[src/rtl/block_initiator_pkg.sv]
// Shared types and constants for the cache storage block initiator.
// Retry behaviour is selected by BLOCK_INITIATOR_RETRY_EN.
package block_pkg;
    typedef enum logic [1:0] {
        IDLE  = 2'd0,
        ISSUE = 2'd1,
        WAIT  = 2'd2,
        RESP  = 2'd3
    } state_t;

    localparam int BLK_DATA_WIDTH = 16;
    localparam int BLK_MAX_RETRY  = 2;
endpackage

[src/rtl/block_initiator_if.sv]
// Controller request/response port plus storage block bus.
// Master is the initiator side, slave is controller plus block.
interface block_initiator_if
    import block_pkg::*;
#(
    parameter int DATA_WIDTH = BLK_DATA_WIDTH
);
    logic                  req_valid;
    logic                  req_ready;
    logic                  req_write;
    logic [0:DATA_WIDTH-1] req_data;
    logic                  rsp_valid;
    logic                  rsp_ready;
    logic [0:DATA_WIDTH-1] rsp_data;
    logic                  rsp_error;
    logic                  blk_enable;
    logic                  blk_write;
    logic [0:DATA_WIDTH-1] blk_data_in;
    logic [0:DATA_WIDTH-1] blk_data_out;
    logic                  blk_ack;

    modport master (
        input  req_valid, req_write, req_data,
        input  rsp_ready, blk_data_out, blk_ack,
        output req_ready, rsp_valid, rsp_data,
        output rsp_error, blk_enable, blk_write,
        output blk_data_in
    );

    modport slave (
        output req_valid, req_write, req_data,
        output rsp_ready, blk_data_out, blk_ack,
        input  req_ready, rsp_valid, rsp_data,
        input  rsp_error, blk_enable, blk_write,
        input  blk_data_in
    );
endinterface

[src/rtl/block_initiator_timer.sv]
// 8-bit saturating counter; hit flags the edge on which the
// count reaches limit. Shared by the cache engines.
module block_timer (
    input  logic       clk,
    input  logic       rst,
    input  logic       clr,
    input  logic       en,
    input  logic [7:0] limit,
    output logic       hit
);
    logic [7:0] cnt_q;
    logic [7:0] nxt;

    assign nxt = (cnt_q == 8'hFF) ? cnt_q : cnt_q + 8'd1;
    assign hit = en && (nxt >= limit);

    always_ff @(posedge clk or posedge rst) begin
        if (rst) begin
            cnt_q <= 8'd0;
        end else if (clr) begin
            cnt_q <= 8'd0;
        end else if (en) begin
            cnt_q <= nxt;
        end
    end
endmodule

[src/rtl/block_initiator.sv]
// Single-outstanding requester for a cache storage block.
// BLOCK_INITIATOR_RETRY_EN re-issues timed-out requests twice.
module block_initiator
    import block_pkg::*;
#(
    parameter int DATA_WIDTH     = BLK_DATA_WIDTH,
    parameter int TIMEOUT_CYCLES = 15
) (
    input  logic               clk,
    input  logic               rst,
    block_initiator_if.master  bus
);
    localparam logic [7:0] TMO = 8'(TIMEOUT_CYCLES);

    state_t                state;
    logic                  wr_q;
    logic                  hit;
    logic [0:DATA_WIDTH-1] rdata;
`ifdef BLOCK_INITIATOR_RETRY_EN
    logic [1:0]            retry;
`endif

    assign rdata = wr_q ? '0 : bus.blk_data_out;

    block_timer u_timer (
        .clk   (clk),
        .rst   (rst),
        .clr   (state != WAIT),
        .en    ((state == WAIT) && !bus.blk_ack),
        .limit (TMO),
        .hit   (hit)
    );

    always_ff @(posedge clk or posedge rst) begin
        if (rst) begin
            state           <= IDLE;
            wr_q            <= 1'b0;
            bus.req_ready   <= 1'b1;
            bus.rsp_valid   <= 1'b0;
            bus.rsp_data    <= '0;
            bus.rsp_error   <= 1'b0;
            bus.blk_enable  <= 1'b0;
            bus.blk_write   <= 1'b0;
            bus.blk_data_in <= '0;
`ifdef BLOCK_INITIATOR_RETRY_EN
            retry           <= 2'd0;
`endif
        end else begin
            unique case (state)
                IDLE: begin
                    if (bus.req_valid) begin
                        state           <= ISSUE;
                        wr_q            <= bus.req_write;
                        bus.req_ready   <= 1'b0;
                        bus.blk_enable  <= 1'b1;
                        bus.blk_write   <= bus.req_write;
                        bus.blk_data_in <= bus.req_data;
`ifdef BLOCK_INITIATOR_RETRY_EN
                        retry           <= 2'd0;
`endif
                    end
                end
                ISSUE, WAIT: begin
                    bus.blk_write <= 1'b0;
                    if (bus.blk_ack) begin
                        state           <= RESP;
                        bus.rsp_valid   <= 1'b1;
                        bus.rsp_error   <= 1'b0;
                        bus.rsp_data    <= rdata;
                        bus.blk_enable  <= 1'b0;
                        bus.blk_data_in <= '0;
                    end else if ((state == WAIT) && hit) begin
`ifdef BLOCK_INITIATOR_RETRY_EN
                        if (retry < 2'(BLK_MAX_RETRY)) begin
                            retry         <= retry + 2'd1;
                            state         <= ISSUE;
                            bus.blk_write <= wr_q;
                        end else
`endif
                        begin
                            state           <= RESP;
                            bus.rsp_valid   <= 1'b1;
                            bus.rsp_error   <= 1'b1;
                            bus.rsp_data    <= '0;
                            bus.blk_enable  <= 1'b0;
                            bus.blk_data_in <= '0;
                        end
                    end else begin
                        state <= WAIT;
                    end
                end
                RESP: begin
                    if (bus.rsp_ready) begin
                        state         <= IDLE;
                        bus.rsp_valid <= 1'b0;
                        bus.rsp_data  <= '0;
                        bus.rsp_error <= 1'b0;
                        bus.req_ready <= 1'b1;
                    end
                end
                default: state <= IDLE;
            endcase
        end
    end
endmodule

[src/flat_wrapper.sv]
// flat-port wrapper written by rule: the top's interface ports become plain ports
module block_initiator_flat import block_pkg::*;
#(
    parameter int DATA_WIDTH     = BLK_DATA_WIDTH,
    parameter int TIMEOUT_CYCLES = 15
)
  (clk, rst, bus_req_valid, bus_req_write, bus_req_data, bus_rsp_ready, bus_blk_data_out, bus_blk_ack, bus_req_ready, bus_rsp_valid, bus_rsp_data, bus_rsp_error, bus_blk_enable, bus_blk_write, bus_blk_data_in);
  block_initiator_if #(.DATA_WIDTH(DATA_WIDTH)) bus_i ();
  input  logic clk;
  input  logic rst;
  input wire logic [$bits(bus_i.req_valid)-1:0] bus_req_valid;
  input wire logic [$bits(bus_i.req_write)-1:0] bus_req_write;
  input wire logic [$bits(bus_i.req_data)-1:0] bus_req_data;
  input wire logic [$bits(bus_i.rsp_ready)-1:0] bus_rsp_ready;
  input wire logic [$bits(bus_i.blk_data_out)-1:0] bus_blk_data_out;
  input wire logic [$bits(bus_i.blk_ack)-1:0] bus_blk_ack;
  output wire logic [$bits(bus_i.req_ready)-1:0] bus_req_ready;
  output wire logic [$bits(bus_i.rsp_valid)-1:0] bus_rsp_valid;
  output wire logic [$bits(bus_i.rsp_data)-1:0] bus_rsp_data;
  output wire logic [$bits(bus_i.rsp_error)-1:0] bus_rsp_error;
  output wire logic [$bits(bus_i.blk_enable)-1:0] bus_blk_enable;
  output wire logic [$bits(bus_i.blk_write)-1:0] bus_blk_write;
  output wire logic [$bits(bus_i.blk_data_in)-1:0] bus_blk_data_in;
  assign bus_i.req_valid = bus_req_valid;
  assign bus_i.req_write = bus_req_write;
  assign bus_i.req_data = bus_req_data;
  assign bus_i.rsp_ready = bus_rsp_ready;
  assign bus_i.blk_data_out = bus_blk_data_out;
  assign bus_i.blk_ack = bus_blk_ack;
  assign bus_req_ready = bus_i.req_ready;
  assign bus_rsp_valid = bus_i.rsp_valid;
  assign bus_rsp_data = bus_i.rsp_data;
  assign bus_rsp_error = bus_i.rsp_error;
  assign bus_blk_enable = bus_i.blk_enable;
  assign bus_blk_write = bus_i.blk_write;
  assign bus_blk_data_in = bus_i.blk_data_in;
  block_initiator #(.DATA_WIDTH(DATA_WIDTH), .TIMEOUT_CYCLES(TIMEOUT_CYCLES)) u_core (.clk(clk), .rst(rst), .bus(bus_i));
endmodule
[config.mk]
export PLATFORM = sky130hd
export DESIGN_NAME = block_initiator_flat
export DESIGN_NICKNAME = d
export VERILOG_FILES = /design/src/rtl/block_initiator_pkg.sv /design/src/rtl/block_initiator_if.sv /design/src/rtl/block_initiator_timer.sv /design/src/rtl/block_initiator.sv /design/src/flat_wrapper.sv
export SDC_FILE = /design/constraint.sdc
export NUM_CORES = 1
export LEC_CHECK = 0
export CORE_MARGIN = 3
export CORE_UTILIZATION = 48
export CTS_CLUSTER_SIZE = 10
export DETAILED_ROUTE_END_ITERATION = 16
export PLACE_DENSITY = 0.88
export SKIP_CTS_REPAIR_TIMING = 1
export SLEW_MARGIN = 20
export SYNTH_ARGS = -nofsm -noshare
export SYNTH_HDL_FRONTEND = slang
export SYNTH_SLANG_ARGS = --single-unit
[constraint.sdc]
create_clock -name clk -period 2.6 [get_ports clk]
set_input_delay 0.39 -clock clk [delete_from_list [all_inputs] [get_ports clk]]
set_output_delay 0.39 -clock clk [all_outputs]
set_load 0.01 [all_outputs]
==> Word level (Yosys, flattened, before mapping) <==
Cells that the tools add are included.
{ "classes": {"n_reduce_logical": 16, "multipliers": 0, "shifts": 0, "n_eq_ne": 8, "n_bitwise": 0, "n_lt_le_gt_ge": 1, "div": 0, "n_addsub": 1, "muxes": 31} }
{ "op_table": {"columns": ["op", "count"], "rows": [
  ["$mux W16", 6],
  ["$pmux W16 S2", 2],
  ["$mux W8", 3],
  ["$mux W1", 11],
  ["$pmux W1 S2", 5],
  ["$reduce_and A3 Y1", 3],
  ["$add A8 B1 Y8 const B", 1],
  ["$eq A8 B8 Y1 const B", 1],
  ["$ge A8 B4 Y1 const B", 1],
  ["$reduce_bool A2 Y1", 4],
  ["$mux W2", 3],
  ["$ne A2 B2 Y1 const B", 3],
  ["$pmux W2 S3", 1],
  ["$reduce_and A2 Y1", 3],
  ["$eq A2 B2 Y1 const B", 2],
  ["$logic_and A1 B1 Y1", 3],
  ["$ne A3 B2 Y1 const B", 1],
  ["$eq A2 B1 Y1 const B", 1],
  ["$logic_not A2 Y1", 1],
  ["$reduce_or A2 Y1", 1],
  ["$logic_not A1 Y1", 1]
]} }
{ "word_totals": {"latchBits": 0, "word_cells": 67, "mem_count": 0, "output_inout_bits": 37, "rom_bits": 0, "ff_bits": 48, "ramBits": 0} }

==> Depth between registers and ports, before layout <==
Gate-level depths: netlist of the first run.
{ "depth": {"ltp_word": 8, "depth_mapped": 9} }

==> Cells and area by module <==
A second synthesis of the first run with hierarchy kept.
{ "unflattened": {"hier_cells": 244, "hier_area_um2": 2590.0} }
{ "by_module_without_submodules": {"columns": ["mod", "seq_area_each_um2", "area_each_um2", "cells_each", "n_inst"], "rows": [
  ["block_initiator", 1002.2, 1790.5, 155, 1],
  ["block_timer", 200.2, 799.5, 89, 1]
]} }

==> Least setup slack after synthesis of the first run <==
Ideal clock, no wire load.
{ "synth_path": {"path_type": "register -> register", "startpoint": "register u_core.u_timer.cnt_q[0]", "endpoint": "register u_core.state[0]", "setup_time_ns": 0.129, "arrival_time_ns": 1.784, "path_stages_with_launch": 7, "slack_ns": 0.687, "cell_sequence": "dfrtp_1 > ha_1 > xnor2_1 > nor3_1 > nor4b_4 > a21oi_4 > o41a_1"} }
{ "synth_via": {"elab_chain_len": 8} }
{ "synth_rtl": {"columns": ["element", "line_no", "rtl"], "rows": [
  ["from (decl)", "block_initiator_timer.sv:11", "logic [7:0] cnt_q;"],
  ["from (signal assigned)", "block_initiator_timer.sv:23", "cnt_q <= nxt;"],
  ["$add A8 B1 Y8 or $eq A8 B8 Y1 (tied branches)", "block_initiator_timer.sv:14", "assign nxt = (cnt_q == 8'hFF) ? cnt_q : cnt_q + 8'd1;"],
  ["$mux W8 *", "block_initiator_timer.sv:14", null],
  ["$ge A8 B4 Y1 *", "block_initiator_timer.sv:15", "assign hit = en && (nxt >= limit);"],
  ["$logic_and A1 B1 Y1 *", "block_initiator_timer.sv:15", null],
  ["$logic_and A1 B1 Y1 *", "block_initiator.sv:72", "end else if ((state == WAIT) && hit) begin"],
  ["$mux W1 *", "block_initiator.sv:72", null],
  ["$mux W2 *", "block_initiator.sv:65", "if (bus.blk_ack) begin"],
  ["$pmux W2 S3 *", "block_initiator.sv:49", "unique case (state)"],
  ["to (signal assigned)", "block_initiator.sv:52", "state <= ISSUE;"],
  ["to (signal assigned)", "block_initiator.sv:66", "state <= RESP;"],
  ["to (signal assigned)", "block_initiator.sv:81", "state <= RESP;"],
  ["to (decl)", "block_initiator.sv:15", "state_t state;"]
]} }
Every way passes the cells marked *; elsewhere a longest branch is shown, timed or not.
A chain may end at the register's enable or synchronous reset.

==> Final worst setup path of the first run <==
Same ends and word-level chain as after synthesis.

==> results of run 1 <==
[routing by layer]
| metal | part of all wire | vias up | global-route usage |
|---|---|---|---|
| met4 | 0.012 | 0 | 0.0653 |
| met1 | 0.44 | 1184 | 0.292 |
| met3 | 0.059 | 11 | 0.0576 |
| li1 | - | 1187 | - |
| met5 | 0 | - | 0 |
| met2 | 0.48 | 74 | 0.356 |
[cell usage in the layout (no fill, tap or decap), types with 2 or more instances in the layout]
cell	synthesis	layout
nor3_1	2	2
nand2_1	45	45
clkbuf_8	0	6
nor2b_1	19	18
inv_1	6	5
and3_1	2	2
and3_2	2	2
a31oi_1	4	4
a22oi_1	21	21
ha_1	4	4
nand4_1	2	2
o21ai_0	36	36
nor2_1	19	19
nand3_1	4	4
clkdlybuf4s50_1	0	74
nor3b_1	2	2
dfrtp_1	47	47
o21ai_1	5	5
buf_4	0	10
mux2i_1	2	2
xnor2_1	2	2
a21oi_1	32	32
[state kept, by name, summed over array words and instances (netlist names)]
signal,count
u_core.bus.rsp_valid,1
u_core.wr_q,1
u_core.state,2
u_core.bus.rsp_data,16
u_core.bus.blk_write,1
u_core.bus.blk_enable,1
u_core.u_timer.cnt_q,8
u_core.bus.req_ready,1
u_core.bus.rsp_error,1
u_core.bus.blk_data_in,16
[layout make-up]
| cell class | instances | area (µm²) |
|---|---|---|
| fillers | 401 | 1650 |
| multi-input cells | 221 | 1270 |
| flip-flops and latches | 48 | 1200 |
| repair buffers | 84 | 816 |
| well taps | 70 | 87.6 |
| clock buffers | 6 | 82.6 |
| clock inverters | 2 | 38.8 |
| inverters | 6 | 22.5 |
[report_power, final]
part	internal, mW	switching [mW]	total (mW)
logic	0.862	0.942	1.80
registers	1.02	0.223	1.24
clock network	0.315	0.261	0.575
[logic make-up (layout without fill, tap and decap cells)]
logic type | Yosys count | in the layout | share of synthesized area
AND/OR/NAND/NOR | 102 | 102 | 0.195
multiplexers | 3 | 3 | 0.0121
AO/OA/AOI/OAI | 109 | 109 | 0.254
adder cells (fa/ha/maj) | 4 | 4 | 0.0194
buffers and inverters | 24 | 98 | 0.0440
XOR/XNOR | 3 | 3 | 0.0102
flip-flops | 48 | 48 | 0.465
[worst paths after layout]
check                                         from                       to  slack [ns]
setup / recovery           u_core.u_timer.cnt_q[0]          u_core.state[0]        0.48
hold / removal                                 rst  u_core.bus.rsp_data[15]        0.38
setup reg to reg           u_core.u_timer.cnt_q[0]          u_core.state[0]        0.48
hold reg to reg               u_core.bus.blk_write     u_core.bus.blk_write        0.53
max in group asynchronous                      rst     u_core.bus.req_ready        1.55
min in group clk              u_core.bus.blk_write     u_core.bus.blk_write        0.53
[worst reg2reg max path, stage by stage, from the launching register on]
cell and delay, ns:
dfrtp_1 0.44, ha_1 0.31, xnor2_1 0.19, nor3_1 0.10
nor4b_4 0.46, a21oi_4 0.12, o41a_1 0.39
==> run summary, run 1 <==
worst hold path type: in2async
critical path fanouts, max: 7
Cells after DPL: 429
htree depth: 2
final setup fails: 0
WP buf/inv: 0
die footprint: 0.00630 mm²
crit-path cells: ha_1 -> xnor2_1 -> nor3_1 -> nor4b_4 -> a21oi_4 -> o41a_1
Crit path depth: 6
DRT Wirelength: 6.53 mm
I/O pin total: 75
CP endpoint kind: flip-flop
status: finished clean
Syn Area/Cell: 8.83 µm²
CTS tree: done
fmax: 0.473 GHz
leading area contributor after synthesis: dfrtp_1
TritonCTS Buffers: 5
root buffer cell: clkbuf_8
CP Data Required Time: 2.79 ns
CP max-delay cell: nor4b_4
Async SR Flop Fraction: 1.00
initial antenna violation count: 0
CP Class: reg2reg
pre-CTS WS: 0.514 ns
Worst-Skew Late Latency: 0.31 ns
Final Hold Vio Count: 0
VDD IR max: 555 µV
fin cells: 437
Primary FF master, synth: dfrtp_1
Synth Cell Area: 0.00259 mm²
share of layout cells above drive strength 1: 0.0817
clk_skew: 0.0136 ns
final setup TNS: 0 ns
share of the core filled with cells: 0.681
first-pass GRT wire length: 11.0 mm
max-cap violation count: 0
Least-Margin Pin Slew: 0.922 ns
vias in the first global route: 2375
grt ovf: 0
gpl congestion: 0.919
ranking of synthesized cells by area: dfrtp_1 (45%), o21ai_0 (7.0%), nand2_1 (6.5%)
Seq/Total Area, Yosys: 0.465
Synth warnings: 0
initial drt markers: 191
DP HPWL: 4.58 mm
CP max stage delay: 0.46 ns
ANT nets after route: 0
DR pass1 iterations: 5
Max clock buf depth: 2
clk sinks: 48
die width: 79.4 µm
syn nets: 335
Worst-path clk slew: 0.10 ns
Rows: 26
initial core utilization: 0.500
RSZ-0062 raised after global routing: no
CP startpoint kind: flip-flop
Leak: 1.44 nW
cell area after layout: 0.00352 mm²
Routed wire per std cell: 14.9 µm
Synth Register Bits: 48
Slew HR: 0.385
Yosys cell types: 41
worst reg2reg path depth: 6
setup ws final: 0.484 ns
post-DR vias/cell: 5.62
Post-synth EDFFs: 0
Mapped Cells: 293
PnR Total Power: 3.62 mW
Tmin final: 2.12 ns
fin. max-slew vios: 0
Die H: 79.4 µm
ANT cells: 0
Total GRT Usage: 0.220
most frequent cell after synthesis: dfrtp_1
synth cell count leaders: dfrtp_1 (47), nand2_1 (45), o21ai_0 (36)
Top Family by Delay on Critical Path: simple AND/OR/NAND/NOR gates
post-placement cell area: 0.00340 mm²
largest net degree at the start of global routing: 22
core box area: 0.00517 mm²
PortBufs: 74
P&R area growth vs syn: 36.2%
Final nets: 408
post-synth top area share: 0.455
Residual DRC: 0
Critical Path AT: 2.31 ns
routed vias: 2456
pwr dens: 1030 mW/mm²
fin crit share: 0.814
WHS: 0.385 ns
Note: power is estimated with default switching activity, not from simulation.
==> run 2, diff against run 1 <==
Clock period 2.6 ns to 2 ns, I/O delays scaled along.
==> run summary, run 2 (synthesis gave the netlist of run 1 again) <==
root buffer cell: clkbuf_8 (unchanged)
share of the core filled with cells: 0.696 (was 0.681)
TritonCTS Buffers: 5 (unchanged)
r2r startpoint: u_core.u_timer.cnt_q[1] (was u_core.u_timer.cnt_q[0])
CP startpoint kind: flip-flop (unchanged)
initial antenna violation count: 0 (unchanged)
Rows: 26 (unchanged)
P&R area growth vs syn: 39.2% (was 36.2%)
worst reg2reg path depth: 7 (was 6)
Tmin final: 1.95 ns (was 2.12 ns)
gpl congestion: 0.868 (was 0.919)
most frequent cells in the layout: clkdlybuf4s50_1 (74), dfrtp_1 (47), nand2_1 (45), o21ai_0 (36), a21oi_1 (32) (unchanged)
DP HPWL: 4.64 mm (was 4.58 mm)
I/O pin total: 75 (unchanged)
Leak: 1.47 nW (was 1.44 nW)
CTS tree: done (unchanged)
first-pass GRT wire length: 10.7 mm (was 11.0 mm)
Final Hold Vio Count: 0 (unchanged)
routed vias: 2463 (was 2456)
pre-CTS WS: 0.0211 ns (was 0.514 ns)
DR pass1 iterations: 4 (was 5)
Final nets: 415 (was 408)
Critical Path AT: 2.19 ns (was 2.31 ns)
Least-Margin Pin Slew: 0.500 ns (was 0.922 ns)
Residual DRC: 0 (unchanged)
WP buf/inv: 1 (was 0)
htree depth: 2 (unchanged)
WHS: 0.344 ns (was 0.385 ns)
CP Data Required Time: 2.24 ns (was 2.79 ns)
met1 Track Usage GR: 0.278 (was 0.292)
met3 usage in global routing: 0.0553 (was 0.0576)
CP max stage delay: 0.43 ns (was 0.46 ns)
fmax: 0.512 GHz (was 0.473 GHz)
core box area: 0.00517 mm² (unchanged)
pwr dens: 1310 mW/mm² (was 1030 mW/mm²)
max-cap violation count: 0 (unchanged)
DRT Wirelength: 6.55 mm (was 6.53 mm)
final setup fails: 0 (unchanged)
ANT cells: 0 (unchanged)
Routed wire per std cell: 14.8 µm (was 14.9 µm)
commonest non-fill, non-tap cell in the layout: clkdlybuf4s50_1 (unchanged)
Worst-path clk slew: 0.08 ns (was 0.10 ns)
PortBufs: 74 (unchanged)
r2r endpoint: u_core.bus.rsp_error (was u_core.state[0])
VDD IR max: 744 µV (was 555 µV)
status: finished clean (unchanged)
share of layout cells above drive strength 1: 0.110 (was 0.0817)
ANT nets after route: 0 (unchanged)
post-placement cell area: 0.00344 mm² (was 0.00340 mm²)
grt ovf: 0 (unchanged)
worst hold path type: in2async (unchanged)
Slew HR: 0.666 (was 0.385)
met2 Use GR: 0.349 (was 0.356)
r2r setup slk: 0.05 ns (was 0.48 ns)
die width: 79.4 µm (unchanged)
crit-path cells: ha_2 -> and3_1 -> a21oi_1 -> o21ai_2 -> buf_4 -> a2111o_1 -> nand3_1 (was ha_1 -> xnor2_1 -> nor3_1 -> nor4b_4 -> a21oi_4 -> o41a_1)
fin. max-slew vios: 0 (unchanged)
die footprint: 0.00630 mm² (unchanged)
Die H: 79.4 µm (unchanged)
GR peak layer: met2 (unchanged)
PnR Total Power: 4.70 mW (was 3.62 mW)
initial core utilization: 0.500 (unchanged)
biggest regs: u_core.bus.blk_data_in: 16 flops, u_core.bus.rsp_data: 16 flops, u_core.u_timer.cnt_q: 8 flops (unchanged)
clk sinks: 48 (unchanged)
Cells after DPL: 433 (was 429)
setup ws final: 0.0463 ns (was 0.484 ns)
initial drt markers: 199 (was 191)
critical path fanouts, max: 7 (unchanged)
post-DR vias/cell: 5.55 (was 5.62)
cell area after layout: 0.00360 mm² (was 0.00352 mm²)
clk_skew: 0.00385 ns (was 0.0136 ns)
vias in the first global route: 2346 (was 2375)
CP endpoint kind: flip-flop (unchanged)
Max clock buf depth: 2 (unchanged)
CP Class: reg2reg (unchanged)
Total GRT Usage: 0.214 (was 0.220)
fin crit share: 0.977 (was 0.814)
Worst-Skew Late Latency: 0.30 ns (was 0.31 ns)
Top Family by Delay on Critical Path: compound AO/OA/AOI/OAI gates (was simple AND/OR/NAND/NOR gates)
largest net degree at the start of global routing: 49 (was 22)
final setup TNS: 0 ns (unchanged)
fin cells: 444 (was 437)
CP max-delay cell: dfrtp_1 (was nor4b_4)
## run 2: worst register-to-register path, cell delays in order (launching register included)
cell and delay (ns):
dfrtp_1 0.43, ha_2 0.24, and3_1 0.20, a21oi_1 0.27, o21ai_2 0.16, buf_4 0.17, a2111o_1 0.36, nand3_1 0.08
## run 2: power breakdown
group          internal, mW  switching, mW
clock                 0.371          0.319
sequential             1.32          0.294
combinational          1.16           1.23
## run 2: final cells by class
type	count	area, µm²
timing repair buffer	91	881
sequential	48	1200
clock buffer	6	72.6
tap	70	87.6
inverter	6	22.5
clock inverter	2	35.0
fill	381	1570
multi-input combinational	221	1300
## run 2: layer usage
metal,vias to the layer above,share of wire
met1,1167,0.44
li1,1196,-
met3,14,0.067
met4,0,0.017
met2,86,0.48
met5,-,0
## run 2: worst max-delay path by stage
stage,startpoint,depth (start not counted),endpoint,slack [ns]
after detailed placement,u_core.u_timer.cnt_q[1],7,u_core.bus.rsp_data[10],0.02
final,u_core.u_timer.cnt_q[1],7,u_core.bus.rsp_error,0.05
after global routing,u_core.u_timer.cnt_q[1],7,u_core.bus.rsp_data[10],-0.02
after global placement,u_core.u_timer.cnt_q[1],6,u_core.state[0],0.09
after CTS,u_core.u_timer.cnt_q[1],7,u_core.bus.rsp_data[10],-0.04
after floorplan,u_core.u_timer.cnt_q[0],6,u_core.state[0],0.09
